File: src/rtl/mii_pkg.sv
// Shared definitions for the MII receive front end: FSM encoding, framing and
// CRC constants, and the bit layout of the per-frame status vector.
package mii_pkg;

    typedef enum logic [1:0] {
        StIdle,
        StPreamble,
        StData,
        StDiscard
    } rx_state_e;

    localparam logic [3:0]  PREAMBLE_NIB = 4'h5;
    localparam logic [3:0]  SFD_NIB      = 4'hD;

    localparam logic [31:0] CRC_INIT     = 32'hFFFFFFFF;
    // Residue is quoted MSB-first; the shift register holds it bit-reversed.
    localparam logic [31:0] CRC_RESIDUE  = 32'hC704DD7B;
    localparam logic [31:0] CRC_POLY     = 32'hEDB88320;

    localparam int unsigned STAT_W       = 27;
    localparam int unsigned STAT_CNT_LSB = 0;
    localparam int unsigned STAT_CNT_MSB = 15;
    localparam int unsigned STAT_CRC_OK  = 16;
    localparam int unsigned STAT_DRIBBLE = 17;
    localparam int unsigned STAT_RX_ERR  = 18;
    localparam int unsigned STAT_BCAST   = 19;
    localparam int unsigned STAT_MCAST   = 20;
    localparam int unsigned STAT_SHORT   = 21;
    localparam int unsigned STAT_LONG    = 22;

    function automatic logic [31:0] bit_reverse32(input logic [31:0] v);
        logic [31:0] r;
        for (int i = 0; i < 32; i++) begin
            r[i] = v[31 - i];
        end
        return r;
    endfunction

endpackage

File: src/rtl/crc32_nibble.sv
// Combinational next-state of the reflected IEEE 802.3 CRC-32 for one nibble.
// The nibble is consumed LSB first, matching MII low-bit-first ordering.
module crc32_nibble
    import mii_pkg::*;
(
    input  logic [31:0] crc_i,
    input  logic [3:0]  nib_i,
    output logic [31:0] crc_o
);

    // Four right-shift steps of the reflected LFSR
    always_comb begin
        logic [31:0] c;
        c = crc_i ^ {28'h0, nib_i};
        for (int i = 0; i < 4; i++) begin
            c = c[0] ? ((c >> 1) ^ CRC_POLY) : (c >> 1);
        end
        crc_o = c;
    end

endmodule

File: src/rtl/mii_rx_nibble_assembler.sv
// MII receive front end: strips preamble/SFD, packs nibbles into bytes with a
// one-byte holdback so the final FCS byte can be flagged, checks FCS and length,
// and emits one status vector per frame.
module mii_rx_nibble_assembler
    import mii_pkg::*;
#(
    parameter int unsigned MAX_FRAME = 1518,
    parameter int unsigned MIN_FRAME = 64
) (
    input  logic              phy_rx_clk,
    input  logic              reset,
    input  logic              phy_rx_dv,
    input  logic [3:0]        phy_rxd,
    input  logic              phy_rx_err,
    output logic [7:0]        rx_mac_data,
    output logic              rx_mac_valid,
    output logic              rx_mac_last,
    output logic              rx_stat_valid,
    output logic [STAT_W-1:0] rx_stat_vector
);

    rx_state_e state_q, state_d;

    // Decoded per-cycle events
    logic sfd_hit;
    logic nib_take;
    logic byte_done;
    logic frame_end;

    // Datapath state
    logic              hi_phase_q;
    logic [3:0]        lo_nib_q;
    logic [31:0]       crc_q;
    logic [31:0]       crc_mid_q;
    logic [31:0]       crc_nxt;
    logic [7:0]        pend_q;
    logic              pend_vld_q;
    logic [15:0]       byte_cnt_q;
    logic              err_q;
    logic              mcast_q;
    logic              bcast_q;
    logic              end_q;
    logic              stat_arm_q;
    logic [STAT_W-1:0] stat_hold_q;
    logic [STAT_W-1:0] stat_d;
    logic [7:0]        byte_new;

    logic [7:0]        data_q;
    logic              valid_q;
    logic              last_q;
    logic              stat_valid_q;
    logic [STAT_W-1:0] stat_vec_q;

    // State register
    always_ff @(posedge phy_rx_clk) begin
        if (!reset) begin
            state_q <= StIdle;
        end else begin
            state_q <= state_d;
        end
    end

    // Next-state logic
    always_comb begin
        state_d = state_q;
        unique case (state_q)
            StIdle: begin
                if (phy_rx_dv) state_d = StPreamble;
            end
            StPreamble: begin
                if (!phy_rx_dv) begin
                    state_d = StIdle;
                end else if (phy_rxd == SFD_NIB) begin
                    state_d = StData;
                end else if (phy_rxd != PREAMBLE_NIB) begin
                    state_d = StDiscard;
                end
            end
            StData: begin
                if (!phy_rx_dv) state_d = StIdle;
            end
            StDiscard: begin
                if (!phy_rx_dv) state_d = StIdle;
            end
            default: state_d = StIdle;
        endcase
    end

    // FSM outputs: per-cycle datapath events
    always_comb begin
        sfd_hit   = (state_q == StPreamble) && phy_rx_dv && (phy_rxd == SFD_NIB);
        nib_take  = (state_q == StData) && phy_rx_dv;
        byte_done = nib_take && hi_phase_q;
        frame_end = (state_q == StData) && !phy_rx_dv;
    end

    // High nibble continues from the CRC snapshot taken after the low nibble
    crc32_nibble u_crc (
        .crc_i (hi_phase_q ? crc_mid_q : crc_q),
        .nib_i (phy_rxd),
        .crc_o (crc_nxt)
    );

    assign byte_new = {phy_rxd, lo_nib_q};

    // Status vector assembled from the flags as they stand when dv drops
    always_comb begin
        stat_d                            = '0;
        stat_d[STAT_CNT_MSB:STAT_CNT_LSB] = byte_cnt_q;
        stat_d[STAT_CRC_OK]               = (bit_reverse32(crc_q) == CRC_RESIDUE);
        stat_d[STAT_DRIBBLE]              = hi_phase_q;
        stat_d[STAT_RX_ERR]               = err_q;
        stat_d[STAT_BCAST]                = bcast_q && (byte_cnt_q >= 16'd6);
        stat_d[STAT_MCAST]                = mcast_q;
        stat_d[STAT_SHORT]                = (32'(byte_cnt_q) < MIN_FRAME);
        stat_d[STAT_LONG]                 = (32'(byte_cnt_q) > MAX_FRAME);
    end

    // Byte assembly, holdback, CRC, counters and output strobes
    always_ff @(posedge phy_rx_clk) begin
        if (!reset) begin
            hi_phase_q   <= 1'b0;
            lo_nib_q     <= '0;
            crc_q        <= CRC_INIT;
            crc_mid_q    <= CRC_INIT;
            pend_q       <= '0;
            pend_vld_q   <= 1'b0;
            byte_cnt_q   <= '0;
            err_q        <= 1'b0;
            mcast_q      <= 1'b0;
            bcast_q      <= 1'b0;
            end_q        <= 1'b0;
            stat_arm_q   <= 1'b0;
            stat_hold_q  <= '0;
            data_q       <= '0;
            valid_q      <= 1'b0;
            last_q       <= 1'b0;
            stat_valid_q <= 1'b0;
            stat_vec_q   <= '0;
        end else begin
            valid_q      <= 1'b0;
            last_q       <= 1'b0;
            stat_valid_q <= 1'b0;

            if (sfd_hit) begin
                hi_phase_q <= 1'b0;
                crc_q      <= CRC_INIT;
                pend_vld_q <= 1'b0;
                byte_cnt_q <= '0;
                err_q      <= 1'b0;
                mcast_q    <= 1'b0;
                bcast_q    <= 1'b1;
            end

            if (nib_take) begin
                err_q <= err_q | phy_rx_err;
                if (!hi_phase_q) begin
                    lo_nib_q   <= phy_rxd;
                    crc_mid_q  <= crc_nxt;
                    hi_phase_q <= 1'b1;
                end else begin
                    hi_phase_q <= 1'b0;
                    crc_q      <= crc_nxt;
                end
            end

            if (byte_done) begin
                pend_q     <= byte_new;
                pend_vld_q <= 1'b1;
                if (pend_vld_q) begin
                    data_q  <= pend_q;
                    valid_q <= 1'b1;
                end
                if (byte_cnt_q != 16'hFFFF) byte_cnt_q <= byte_cnt_q + 16'd1;
                if (byte_cnt_q == 16'd0) mcast_q <= lo_nib_q[0];
                if ((byte_cnt_q < 16'd6) && (byte_new != 8'hFF)) bcast_q <= 1'b0;
            end

            // Frames with no complete byte leave no trace on the outputs
            if (frame_end) begin
                hi_phase_q <= 1'b0;
                pend_vld_q <= 1'b0;
                if (pend_vld_q) begin
                    end_q       <= 1'b1;
                    stat_hold_q <= stat_d;
                end
            end

            // Last byte is pushed one cycle later so valid never runs back to back
            if (end_q) begin
                end_q      <= 1'b0;
                data_q     <= pend_q;
                valid_q    <= 1'b1;
                last_q     <= 1'b1;
                stat_arm_q <= 1'b1;
            end

            if (stat_arm_q) begin
                stat_arm_q   <= 1'b0;
                stat_valid_q <= 1'b1;
                stat_vec_q   <= stat_hold_q;
            end
        end
    end

    assign rx_mac_data    = data_q;
    assign rx_mac_valid   = valid_q;
    assign rx_mac_last    = last_q;
    assign rx_stat_valid  = stat_valid_q;
    assign rx_stat_vector = stat_vec_q;

endmodule

File: config.mk
export PLATFORM = sky130hd
export DESIGN_NAME = mii_rx_nibble_assembler
export DESIGN_NICKNAME = d
export VERILOG_FILES = /design/src/rtl/mii_pkg.sv /design/src/rtl/crc32_nibble.sv /design/src/rtl/mii_rx_nibble_assembler.sv
export SDC_FILE = /design/constraint.sdc
export NUM_CORES = 1
export LEC_CHECK = 0
export CAP_MARGIN = 20
export CELL_PAD_IN_SITES_DETAIL_PLACEMENT = 1
export CELL_PAD_IN_SITES_GLOBAL_PLACEMENT = 2
export CORE_ASPECT_RATIO = 0.6
export CORE_UTILIZATION = 37
export CTS_CLUSTER_SIZE = 28
export DETAILED_ROUTE_END_ITERATION = 12
export PLACE_DENSITY = 0.79
export SLEW_MARGIN = 30
export SYNTH_ARGS = -nofsm -noshare
export SYNTH_HDL_FRONTEND = slang
export SYNTH_HIERARCHICAL = 1
export SYNTH_SLANG_ARGS = --single-unit
File: constraint.sdc
create_clock -name phy_rx_clk -period 3.4 [get_ports phy_rx_clk]
set_input_delay 0.51 -clock phy_rx_clk [delete_from_list [all_inputs] [get_ports phy_rx_clk]]
set_output_delay 0.51 -clock phy_rx_clk [all_outputs]
set_load 0.02 [all_outputs]
Word level (Yosys, flattened, before mapping)
Cells that the tools add are included.
{"block": "totals", "regBits": 158, "wordCells": 102}
{"block": "classes", "mux": 36, "n_reduce_logical": 22, "n_eq_ne": 11, "addsub": 1, "n_bitwise": 9, "n_lt_le_gt_ge": 4}
{"operator": "2-to-1 mux 32 bit", "count": 8}
{"operator": "NOT 13 -> 14 bit", "count": 4}
{"operator": "2-to-1 mux 16 bit", "count": 3}
{"operator": "equality test 32 bit (second input constant)", "count": 1}
{"operator": "XOR 32 x 4 -> 32 bit", "count": 1}
{"operator": "2-to-1 mux 8 bit", "count": 3}
{"operator": "adder 16 x 1 -> 16 bit (second input constant)", "count": 1}
{"operator": "greater-or-equal comparator 16 x 3 -> 1 bit (second input constant)", "count": 1}
{"operator": "> comparator 16 x 11 -> 1 bit (second input constant)", "count": 1}
{"operator": "zero test 16 bit", "count": 1}
{"operator": "less-than comparator 16 x 3 -> 1 bit (second input constant)", "count": 1}
{"operator": "less-than comparator 16 x 7 -> 1 bit (second input constant)", "count": 1}
{"operator": "2-to-1 mux 1 bit", "count": 16}
{"operator": "!= test 16 bit (second input constant)", "count": 1}
{"operator": "2-to-1 mux 2 bit", "count": 5}
{"operator": "!= test 4 x 3 -> 1 bit (second input constant)", "count": 2}
{"operator": "!= test 8 bit (second input constant)", "count": 1}
{"operator": "nonzero test 2 bit", "count": 4}
{"operator": "logical AND 1 bit", "count": 7}
{"operator": "one-hot mux 2 bit (3 select lines)", "count": 1}
{"operator": "AND reduction 2 bit", "count": 3}
{"operator": "OR reduction 2 bit", "count": 3}
{"operator": "equality test 2 bit (second input constant)", "count": 2}
{"operator": "equality test 4 bit (second input constant)", "count": 1}
{"operator": "other kinds (8)", "count": 11}

Logic depth before layout (Yosys ltp)
Gate-level depths: netlist (run 1).
{"block": "depth", "depth_word": 12, "mapped_depth": 9, "ltp_nobuf": 5}

Hierarchy
The synthesis (run 1) kept the hierarchy.
{"mod": "mii_rx_nibble_assembler", "area_per_inst_um2": 6463.7, "n_inst": 1, "cells_each": 753}
{"mod": "crc32_nibble", "area_per_inst_um2": 813.3, "n_inst": 1, "cells_each": 52}

Worst setup path after synthesis (run 1)
OpenSTA, ideal clock, no wires.
{"block": "synth_path", "kind": "register -> register", "startpoint": "register hi_phase_q", "endpoint": "register crc_q[20]", "arrival_ps": 2482, "synth_period_minus_slack_ps": 2611, "n_path_buf": 4, "setup_ps": 129, "stages_incl_launch_ff": 10, "required_time_ps": 3271, "path_slack_ps": 789, "cell_sequence": "dfxtp_1 > clkbuf_1 > buf_1 > mux2_2 > clkbuf_1 > xnor2_1 > buf_4 > xnor3_1 > o22ai_1 > nand2_1"}
{"block": "synth_between", "elab_chain_len": 11}
{"item": "from (decl)", "line": "mii_rx_nibble_assembler.sv:31", "rtl": "logic hi_phase_q;"}
{"item": "from (signal assigned)", "line": "mii_rx_nibble_assembler.sv:122", "rtl": "hi_phase_q <= 1'b0;"}
{"item": "from (signal assigned)", "line": "mii_rx_nibble_assembler.sv:146", "rtl": "hi_phase_q <= 1'b0;"}
{"item": "from (signal assigned)", "line": "mii_rx_nibble_assembler.sv:160", "rtl": "hi_phase_q <= 1'b1;"}
{"item": "2-to-1 mux 32 bit (*)", "line": "mii_rx_nibble_assembler.sv:99", "rtl": ".crc_i (hi_phase_q ? crc_mid_q : crc_q),"}
{"item": "XOR 32 x 4 -> 32 bit (*)", "line": "crc32_nibble.sv:14", "rtl": "c = crc_i ^ {28'h0, nib_i};"}
{"item": "NOT 13 -> 14 bit (no line)"}
{"item": "2-to-1 mux 32 bit (*) (2 in series)", "line": "crc32_nibble.sv:16", "rtl": "c = c[0] ? ((c >> 1) ^ CRC_POLY) : (c >> 1);"}
{"item": "NOT 13 -> 14 bit (no line)"}
{"item": "2-to-1 mux 32 bit (*)", "line": "crc32_nibble.sv:16"}
{"item": "NOT 13 -> 14 bit (no line)"}
{"item": "2-to-1 mux 32 bit (*)", "line": "crc32_nibble.sv:16"}
{"item": "named net crc_nxt[20]", "line": "mii_rx_nibble_assembler.sv:35", "rtl": "logic [31:0] crc_nxt;"}
{"item": "2-to-1 mux 32 bit (*)", "line": "mii_rx_nibble_assembler.sv:157", "rtl": "if (!hi_phase_q) begin"}
{"item": "2-to-1 mux 32 bit (*)", "line": "mii_rx_nibble_assembler.sv:155", "rtl": "if (nib_take) begin"}
{"item": "to (signal assigned)", "line": "mii_rx_nibble_assembler.sv:163", "rtl": "crc_q <= crc_nxt;"}
{"item": "to (decl)", "line": "mii_rx_nibble_assembler.sv:33", "rtl": "logic [31:0] crc_q;"}
Mark *: on every way through the listed nets, which the timed path passes. The rest lies on a longest branch.
A chain may end at the register's enable or synchronous reset.

Worst setup path in the final report (run 1)
{"block": "layout_path", "startpoint": "register hi_phase_q", "endpoint": "register crc_q[22]"}
{"block": "layout_between", "elab_chain_len": 10}
{"item": "2-to-1 mux 32 bit", "line": "mii_rx_nibble_assembler.sv:99"}
{"item": "XOR 32 x 4 -> 32 bit", "line": "crc32_nibble.sv:14"}
{"item": "2-to-1 mux 32 bit", "line": "crc32_nibble.sv:16"}
{"item": "NOT 13 -> 14 bit (no line)"}
{"item": "2-to-1 mux 32 bit", "line": "crc32_nibble.sv:16"}
{"item": "NOT 13 -> 14 bit (no line)"}
{"item": "2-to-1 mux 32 bit (2 in series)", "line": "crc32_nibble.sv:16"}
{"item": "2-to-1 mux 32 bit (*)", "line": "mii_rx_nibble_assembler.sv:157"}
{"item": "2-to-1 mux 32 bit (*)", "line": "mii_rx_nibble_assembler.sv:155"}
Mark *: on every way between the ends. The rest lies on a longest branch, timed or not.

==> impl_metrics.csv, run 1 <==
group,metric,value,unit
outcome,outcome,"finished, final reports clean",
floorplanning,boundaryPins,46,
pwr,share_seq_of_total_power,0.474,
sta,fin_hold_ws,0.419,ns
placement,placement.io_buffers,41,
drt,post_drt_wl_per_cell,19.1,microns
global_route,grt_first_pass_wirelength,34000,microns
sta,max_slew.worst_pin.slew,0.818,ns
floorplanning,die_span_in_x,183,microns
clock_network,worstSkewPairLatency,0.44,ns
drt,drt-pass1-iter-count,5,
finish,layout.nets,828,
drt,route.final.wire_length,21000,microns
pwr,power.share.clock,0.473,
pwr,pwr-share-comb,0.053,
global_route,grt_start_max_net_pins,79,
floorplanning,floorplan.rows,39,
logic_synthesis,synth_largest_area_cell,"sky130_fd_sc_hd__dfxtp_1",
logic_synthesis,postSynthCellCount,805,
floorplanning,initial_utilization,0.380,
drt,first_iter_violations,425,
sta,fmax,399,MHz
drt,drt.antenna.violating_nets,0,
sta,finClkSkew,0.0142,ns
pwr,internal_power,3.00,mW
logic_synthesis,yosys_register_bits,158,
global_route,grt_util_all_layers,0.217,
finish,drive_gt1_frac,0.125,
drt,num_vias,5950,
drt,drt_drc_violations_left,0,
sta,rsz0062_at_grt,"no",
logic_synthesis,yosys.cell_types.count,56,
logic_synthesis,synth_top_cells_by_area,"sky130_fd_sc_hd__dfxtp_1 (43%), sky130_fd_sc_hd__nand2_1 (9.7%), sky130_fd_sc_hd__xnor3_1 (7.7%), sky130_fd_sc_hd__mux2_2 (5.0%), sky130_fd_sc_hd__mux2i_1 (4.5%)",
logic_synthesis,edff_count_synth,0,
logic_synthesis,dominantRegCellSynth,"sky130_fd_sc_hd__dfxtp_1",
sta,fin_crit_sh,0.738,
critical_path,critPathRequiredTime,3.77,ns
sta,layout_min_cycle_time,2.51,ns
clock_network,cts-root-to-sink-buffers,2,
finish,antennaDiodeCount,0,
pwr,power_per_cell_area,467,mW/mm^2
finish,layout_commonest_cell,"sky130_fd_sc_hd__nand2_1",
floorplanning,die_area,0.0203,sq mm
clock_network,numCtsBuffers,17,
floorplanning,dieHeight,111,microns
clock_network,cts-htree-levels,4,
logic_synthesis,synth_sequential_area_ratio,0.435,
clock_network,clock_tree_from_tritoncts,"built",
logic_synthesis,async_reset_ff_frac,0,
logic_synthesis,per_instance_average_area_after_synthesis,9.04,sq um
clock_network,numClockSinks,158,
global_route,globalRoute.totalOverflow,0,
critical_path,critPathMaxFanout,32,
pwr,netSwitchingFraction,0.239,
sta,report.final.setup_viol,0,
pwr,worst_ir_drop_vdd,0.289,mV
sta,setup_total_negative_slack,0,ns
clock_network,post_cts_resize_count,0,
finish,final_cell_mix,"sky130_fd_sc_hd__nand2_1 (188), sky130_fd_sc_hd__dfxtp_1 (158), sky130_fd_sc_hd__nand3_1 (45)",
floorplanning,placeableCoreArea,0.0191,sq mm
clock_network,clockRootBuffer,"sky130_fd_sc_hd__clkbuf_16",
critical_path,crit_type,"flop to flop",
critical_path,timing.critical_path.arrival,2.88,ns
logic_synthesis,synth_top_area_frac,0.435,
clock_network,post_cts_hold_buffer_count,0,
run,drv.max_cap_violation_count,0,
drt,detail_route.vias_per_cell,5.42,
clock_network,post_cts.repair.setup_buffers,0,
sta,max_slew_margin,0.455,
global_route,grt_antenna_before_repair,0,
finish,synthesis_to_layout_area_growth,16.0,%
placement,place.detailed.hpwl,14200,microns
placement,finalWeightedCongestion,0.809,
logic_synthesis,yosys_warnings,6,
critical_path,critPathCaptureType,"flop",
worst_hold_path,hp-class,"primary input to flop",
sta,drv_slew,0,
critical_path,setup.worst_path.start_class,"flop",
clock_network,cts.reportedPaths.clkPinSlew,0.07,ns
logic_synthesis,synth_area,0.00728,sq mm
pwr,power_leakage,3.18,nW
global_route,number_of_global_route_vias_before_repair,6018,
pwr,total_switching_power,0.942,mW
sta,finalHoldViolCount,0,
## cells by family after synthesis
| logic type | share of synthesized area |
|---|---|
| simple gates | 0.222 |
| flops | 0.435 |
| compound gates | 0.0932 |
| xor+xnor | 0.104 |
| buf+inv | 0.0478 |
| other cells | 0.000515 |
| fa+ha+maj | 0.00344 |
| mux | 0.0949 |
## worst paths after layout
check | from | end | slack, ns | depth (start not counted)
max | hi_phase_q | crc_q[22] | 0.89 | 7
min | reset | byte_cnt_q[6] | 0.42 | 3
min reg2reg | stat_hold_q[2] | stat_hold_q[2] | 0.46 | 2
max reg2reg | hi_phase_q | crc_q[22] | 0.89 | 7
## through the flow
step / setup WS (ns) / cell area [sq um] / cells / total power [mW] / utilization
after floorplan: 0.789 / 7290 / 808 / 2.06 / -
final: 0.892 / 8440 / 1097 / 3.94 / 0.441
after global placement: 0.762 / 7870 / 1065 / 2.11 / 0.411
after detailed placement: 0.659 / 7870 / 1065 / 2.12 / 0.411
after global routing: 0.713 / 8440 / 1097 / 4.09 / 0.441
after CTS: 0.910 / 8440 / 1097 / 3.98 / 0.441
## power groups by stage
| stage | Clock, mW | Sequential (mW) | Combinational [mW] |
|---|---|---|---|
| finish | 1.86 | 1.87 | 0.209 |
| CTS | 1.90 | 1.87 | 0.208 |
| global placement | 0 | 1.91 | 0.200 |
| floorplan | 0 | 1.91 | 0.152 |
| global route | 2.00 | 1.87 | 0.223 |
| detailed placement | 0 | 1.91 | 0.206 |
## final cells by class
type                       count  area [sq um]
timing repair buffer          63           571
inverter                       6          22.5
fill                        2226         10700
sequential                   158          3160
tap                          266           333
clock inverter                12           113
clock buffer                  20           457
multi-input combinational    572          3780
## layer usage
metal / global-route usage / wire length (microns) / vias to the layer above / share of wire
li1: - / - / 2820 / -
met1: 0.341 / 11300 / 2956 / 0.54
met2: 0.296 / 8350 / 153 / 0.40
met3: 0.0432 / 1040 / 21 / 0.049
met4: 0.0550 / 252 / 0 / 0.012
met5: 0 / 0 / - / 0
## synth_stat cells (4+ instances only)
library cell	count
sky130_fd_sc_hd__a21oi_1	40
sky130_fd_sc_hd__buf_1	10
sky130_fd_sc_hd__buf_2	17
sky130_fd_sc_hd__buf_4	9
sky130_fd_sc_hd__clkbuf_1	36
sky130_fd_sc_hd__dfxtp_1	158
sky130_fd_sc_hd__inv_1	6
sky130_fd_sc_hd__mux2_2	32
sky130_fd_sc_hd__mux2i_1	33
sky130_fd_sc_hd__nand2_1	188
sky130_fd_sc_hd__nand3_1	45
sky130_fd_sc_hd__nand3b_1	4
sky130_fd_sc_hd__nand4_1	11
sky130_fd_sc_hd__nand4b_1	7
sky130_fd_sc_hd__nor2_1	41
sky130_fd_sc_hd__nor2b_1	4
sky130_fd_sc_hd__nor3_1	11
sky130_fd_sc_hd__o211ai_1	7
sky130_fd_sc_hd__o21ai_0	12
sky130_fd_sc_hd__o221ai_1	6
sky130_fd_sc_hd__o22ai_1	33
sky130_fd_sc_hd__or3_1	5
sky130_fd_sc_hd__or4_1	5
sky130_fd_sc_hd__xnor2_1	12
sky130_fd_sc_hd__xnor3_1	25
## sequential cells by signal, summed over array words and instances (netlist names)
| register | flops |
|---|---|
| mcast_q | 1 |
| err_q | 1 |
| crc_q | 32 |
| bcast_q | 1 |
| byte_cnt_q | 16 |
| rx_stat_vector | 23 |
| pend_q | 8 |
| stat_hold_q | 23 |
| rx_mac_valid | 1 |
| state_q | 2 |
| rx_mac_data | 8 |
| rx_stat_valid | 1 |
| hi_phase_q | 1 |
| end_q | 1 |
| pend_vld_q | 1 |
| rx_mac_last | 1 |
| crc_mid_q | 32 |
| stat_arm_q | 1 |
| lo_nib_q | 4 |
## worst max-delay path, cell delays in order (launching register included)
cell and delay [ns]:
sky130_fd_sc_hd__dfxtp_1 0.56, sky130_fd_sc_hd__buf_4 0.40, sky130_fd_sc_hd__nand4b_1 0.39, sky130_fd_sc_hd__buf_4 0.33, sky130_fd_sc_hd__o21ai_2 0.07, sky130_fd_sc_hd__buf_4 0.41
sky130_fd_sc_hd__o22ai_1 0.18, sky130_fd_sc_hd__nand2_1 0.09
No activity file was read; power rests on OpenSTA's default activity.
==> run 2, diff against run 1 <==
==> constraint.sdc (replaced) <==
create_clock -name phy_rx_clk -period 2.6 [get_ports phy_rx_clk]
set_input_delay 0.39 -clock phy_rx_clk [delete_from_list [all_inputs] [get_ports phy_rx_clk]]
set_output_delay 0.39 -clock phy_rx_clk [all_outputs]
set_load 0.02 [all_outputs]
==> impl_metrics.csv, run 2 (synthesis results as in run 1) <==
group,metric,value,unit
global_route,globalRoute.totalOverflow,0,
global_route,number_of_global_route_vias_before_repair,6054,
critical_path,timing.critical_path.arrival,2.59,ns
drt,route.final.wire_length,21700,microns
sta,setup_total_negative_slack,0,ns
global_route,grt_start_max_net_pins,95,
placement,place.detailed.hpwl,14500,microns
pwr,power_per_cell_area,599,mW/mm^2
clock_network,post_cts.repair.setup_buffers,0,
finish,synthesis_to_layout_area_growth,17.8,%
global_route,grt_antenna_before_repair,0,
floorplanning,floorplan.rows,39,
floorplanning,initial_utilization,0.380,
drt,detail_route.vias_per_cell,5.31,
sta,layout_min_cycle_time,2.30,ns
finish,area_of_combinational_cells_with_multiple_inputs,0.00378,sq mm
pwr,power.share.clock,0.468,
floorplanning,boundaryPins,46,
drt,num_vias,5891,
pwr,worst_ir_drop_vdd,0.460,mV
sta,fin_hold_ws,0.375,ns
pwr,total_switching_power,1.19,mW
drt,drt_drc_violations_left,0,
drt,drt.antenna.violating_nets,0,
critical_path,crit_type,"flop to flop",
sta,max_slew.worst_pin.slew,0.808,ns
finish,final_cell_mix,"sky130_fd_sc_hd__nand2_1 (188), sky130_fd_sc_hd__dfxtp_1 (158), sky130_fd_sc_hd__nand3_1 (45)",
sta,fmax,435,MHz
sta,finClkSkew,0.0115,ns
finish,layout_commonest_cell,"sky130_fd_sc_hd__nand2_1",
clock_network,numClockSinks,158,
sta,rsz0062_at_grt,"no",
sta,drv_slew,0,
sta,max_slew_margin,0.461,
floorplanning,dieHeight,111,microns
critical_path,setup.worst_path.start_class,"flop",
clock_network,cts-root-to-sink-buffers,2,
run,drv.max_cap_violation_count,0,
floorplanning,die_area,0.0203,sq mm
finish,antennaDiodeCount,0,
finish,layout.core_utilization,0.448,
pwr,pwr-share-comb,0.056,
clock_network,clockRootBuffer,"sky130_fd_sc_hd__clkbuf_16",
drt,first_iter_violations,417,
placement,placement.io_buffers,41,
placement,finalWeightedCongestion,0.804,
clock_network,worstSkewPairLatency,0.43,ns
pwr,netSwitchingFraction,0.231,
finish,num-fill-cells,2221,
clock_network,post_cts_hold_buffer_count,0,
critical_path,critPathCaptureType,"flop",
worst_hold_path,hp-class,"primary input to flop",
floorplanning,die_span_in_x,183,microns
critical_path,regToRegSetupSlack,0.30,ns
critical_path,critPathRequiredTime,2.90,ns
floorplanning,placeableCoreArea,0.0191,sq mm
clock_network,numCtsBuffers,17,
pwr,internal_power,3.95,mW
clock_network,cts-htree-levels,4,
pwr,share_seq_of_total_power,0.476,
sta,fin_crit_sh,0.884,
finish,regArea,0.00316,sq mm
critical_path,critPathMaxFanout,7,
drt,post_drt_wl_per_cell,19.6,microns
global_route,grt_first_pass_wirelength,35200,microns
finish,layout.nets,840,
clock_network,cts.reportedPaths.clkPinSlew,0.07,ns
sta,report.final.setup_viol,0,
finish,drive_gt1_frac,0.136,
clock_network,post_cts_resize_count,0,
clock_network,clock_tree_from_tritoncts,"built",
global_route,grt_util_all_layers,0.227,
finish,layout_top_registers,"crc_mid_q (32), crc_q (32)",
drt,drt-pass1-iter-count,4,
sta,finalHoldViolCount,0,
outcome,outcome,"finished, final reports clean",
pwr,power_leakage,3.26,nW
==> run 2: changes by cell type in the layout (fill, tap and decap cells not counted) <==
cell                         before  now
sky130_fd_sc_hd__buf_4           22   30
sky130_fd_sc_hd__clkbuf_1         1    2
sky130_fd_sc_hd__clkinvlp_4       5    4
sky130_fd_sc_hd__inv_6            2    0
sky130_fd_sc_hd__buf_12           0    4
sky130_fd_sc_hd__clkbuf_8         2    3
sky130_fd_sc_hd__clkinv_2         2    4
sky130_fd_sc_hd__clkinv_4         2    1
==> run 2: layout make-up <==
cell class | count | area share
inverter | 6 | 0.00263
clock inverter | 10 | 0.0104
sequential | 158 | 0.369
timing repair buffer | 75 | 0.0829
multi-input combinational | 572 | 0.441
tap | 266 | 0.0388
clock buffer | 22 | 0.0553
==> run 2: power by group through the flow <==
stage / sequential, mW / combinational, mW / clock [mW]
3_5_place_dp: 2.50 / 0.284 / 0
5_1_grt: 2.45 / 0.309 / 2.56
2_1_floorplan: 2.50 / 0.199 / 0
3_3_place_gp: 2.50 / 0.276 / 0
4_1_cts: 2.45 / 0.288 / 2.46
6_report: 2.45 / 0.288 / 2.40
==> run 2: worst paths after layout <==
check                       from                 to  cells after the start
setup / recovery      hi_phase_q          crc_q[18]                      5
hold reg to reg   stat_hold_q[3]     stat_hold_q[3]                      2
hold / removal             reset  rx_stat_vector[8]                      3
setup reg to reg      hi_phase_q          crc_q[18]                      5
==> run 2: worst max-delay path: stages, from the launching register on <==
cell                      delay [ns]
sky130_fd_sc_hd__dfxtp_1        0.52
sky130_fd_sc_hd__mux2_2         0.48
sky130_fd_sc_hd__xor2_4         0.41
sky130_fd_sc_hd__xnor3_1        0.50
sky130_fd_sc_hd__o22ai_1        0.19
sky130_fd_sc_hd__nand2_1        0.08
==> run 2: through the flow <==
step                setup slack [ns]  std cells  total power [mW]  area (sq um)
floorplan                      0.122        808              2.69          7290
global placement               0.260       1077              2.77          8010
detailed placement             0.208       1077              2.78          8010
CTS                            0.297       1109              5.19          8570
global route                   0.203       1109              5.32          8570
finish                         0.303       1109              5.14          8570
==> run 2: per-layer routing <==
metal / track usage / up-vias / wire length, microns
li1: - / 2843 / -
met1: 0.352 / 2911 / 11500
met2: 0.308 / 121 / 8780
met3: 0.0587 / 16 / 1200
met4: 0.0533 / 0 / 189
met5: 0 / - / 0
==> run 3, diff against run 2 <==
--- a/config.mk
+++ b/config.mk
@@ -13,6 +13,7 @@
 export CTS_CLUSTER_SIZE = 28
 export DETAILED_ROUTE_END_ITERATION = 12
 export PLACE_DENSITY = 0.79
+export RECOVER_POWER = 25
 export SLEW_MARGIN = 30
 export SYNTH_ARGS = -nofsm -noshare
 export SYNTH_HDL_FRONTEND = slang
==> impl_metrics.csv, run 3 (synthesis results as in run 1) <==
group,metric,value,unit
outcome,outcome,"finished, final reports clean",
pwr,share_seq_of_total_power,0.476,
clock_network,cts-htree-levels,4,
worst_hold_path,hp-start,"reset",
floorplanning,dieHeight,111,microns
finish,antennaDiodeCount,0,
clock_network,cts.reportedPaths.clkPinSlew,0.07,ns
critical_path,critical_path.n_buffers_inverters,0,
critical_path,critPathCaptureType,"flop",
drt,first_iter_violations,424,
global_route,grt_util_all_layers,0.227,
floorplanning,floorplan.rows,39,
sta,max_slew_margin,0.303,
finish,layout_top_registers,"crc_mid_q (32), crc_q (32)",
clock_network,cts-root-to-sink-buffers,2,
critical_path,timing.critical_path.arrival,2.58,ns
sta,finalHoldViolCount,0,
critical_path,critical_path.max_stage_delay,0.52,ns
drt,route.final.wire_length,21700,microns
drt,post_drt_wl_per_cell,19.6,microns
pwr,netSwitchingFraction,0.231,
sta,finClkSkew,0.0103,ns
sta,layout_min_cycle_time,2.28,ns
finish,layout_commonest_cell,"sky130_fd_sc_hd__nand2_1",
critical_path,crit_type,"flop to flop",
placement,placement.io_buffers,41,
sta,fmax,438,MHz
floorplanning,die_area,0.0203,sq mm
pwr,power.share.clock,0.468,
finish,area_of_combinational_cells_with_multiple_inputs,0.00378,sq mm
floorplanning,placeableCoreArea,0.0191,sq mm
sta,report.final.setup_viol,0,
sta,max_slew.worst_pin.slew,1.05,ns
finish,layout.nets,840,
clock_network,clock_tree_from_tritoncts,"built",
finish,final_cell_mix,"sky130_fd_sc_hd__nand2_1 (188), sky130_fd_sc_hd__dfxtp_1 (158), sky130_fd_sc_hd__nand3_1 (45)",
pwr,power_leakage,3.24,nW
pwr,power_per_cell_area,601,mW/mm^2
critical_path,timing.critical_path.slowest_stage_cell,"sky130_fd_sc_hd__dfxtp_1",
clock_network,numCtsBuffers,17,
clock_network,post_cts.repair.setup_buffers,0,
drt,drt_drc_violations_left,0,
pwr,worst_ir_drop_vdd,0.459,mV
run,drv.max_cap_violation_count,0,
sta,setup_total_negative_slack,0,ns
drt,drt.antenna.violating_nets,0,
critical_path,path_cells,"mux2_2 -> xor2_4 -> xnor3_1 -> o22ai_1 -> nand2_1",
global_route,grt_first_pass_wirelength,35200,microns
floorplanning,die_span_in_x,183,microns
placement,finalWeightedCongestion,0.804,
clock_network,post_cts_resize_count,0,
placement,place.detailed.hpwl,14500,microns
floorplanning,boundaryPins,46,
drt,drt-pass1-iter-count,4,
pwr,total_switching_power,1.19,mW
clock_network,clockRootBuffer,"sky130_fd_sc_hd__clkbuf_16",
clock_network,worstSkewPairLatency,0.43,ns
finish,synthesis_to_layout_area_growth,17.4,%
critical_path,cp-startpoint,"hi_phase_q",
critical_path,worst_path_dominant_cell_family,"XOR/XNOR gates",
critical_path,regToRegStartpoint,"hi_phase_q",
drt,detail_route.vias_per_cell,5.32,
sta,drv_slew,0,
sta,fin_crit_sh,0.878,
finish,drive_gt1_frac,0.132,
drt,num_vias,5902,
critical_path,critPathRequiredTime,2.90,ns
sta,rsz0062_at_grt,"no",
critical_path,critPathMaxFanout,7,
clock_network,numClockSinks,158,
clock_network,post_cts_hold_buffer_count,0,
worst_hold_path,hp-class,"primary input to flop",
finish,regArea,0.00316,sq mm
global_route,number_of_global_route_vias_before_repair,6054,
pwr,pwr-share-comb,0.056,
critical_path,setup.worst_path.start_class,"flop",
global_route,grt_start_max_net_pins,95,
global_route,globalRoute.totalOverflow,0,
pwr,p_total,5.13,mW
pwr,internal_power,3.95,mW
finish,num-fill-cells,2224,
global_route,grt_antenna_before_repair,0,
floorplanning,initial_utilization,0.380,
critical_path,regToRegSetupSlack,0.32,ns
run 3: area by class of cell:
class / instances / area share
clock inverters: 10 / 0.0104
clock buffers: 22 / 0.0555
flip-flops and latches: 158 / 0.370
inverters: 6 / 0.00264
multi-input cells: 572 / 0.442
well taps: 266 / 0.0389
repair buffers: 75 / 0.0799
run 3: routing by layer:
layer  track usage  routed length (microns)
met5             0                        0
met4        0.0533                      152
met3        0.0587                     1190
met2         0.308                     8800
met1         0.352                    11500
run 3: worst paths after layout:
path | to | cells after the start
setup / recovery | crc_q[18] | 5
hold / removal | rx_stat_vector[8] | 3
setup reg to reg | crc_q[18] | 5
hold reg to reg | stat_hold_q[3] | 2
run 3: worst min-delay path: stages:
cell and delay, ns:
sky130_fd_sc_hd__buf_2 0.12, sky130_fd_sc_hd__inv_2 0.13, sky130_fd_sc_hd__nor2_1 0.12
run 3: stage by stage:
| stage | worst slack, ns | util | hold WS, ns | instances | cell area [sq um] |
|---|---|---|---|---|---|
| 2_1_floorplan | 0.122 | - | 0.417 | 808 | 7290 |
| 3_3_place_gp | 0.260 | 0.419 | 0.442 | 1077 | 8010 |
| 3_5_place_dp | 0.208 | 0.419 | 0.449 | 1077 | 8010 |
| 4_1_cts | 0.297 | 0.448 | 0.363 | 1109 | 8570 |
| 5_1_grt | 0.203 | 0.447 | 0.398 | 1109 | 8550 |
| 6_report | 0.317 | 0.447 | 0.374 | 1109 | 8550 |
run 3: power groups by stage:
| stage | combinational [mW] | sequential, mW | clock (mW) |
|---|---|---|---|
| floorplan | 0.199 | 2.50 | 0 |
| detailed placement | 0.284 | 2.50 | 0 |
| CTS | 0.288 | 2.45 | 2.46 |
| global route | 0.308 | 2.45 | 2.56 |
| global placement | 0.276 | 2.50 | 0 |
| finish | 0.287 | 2.45 | 2.40 |
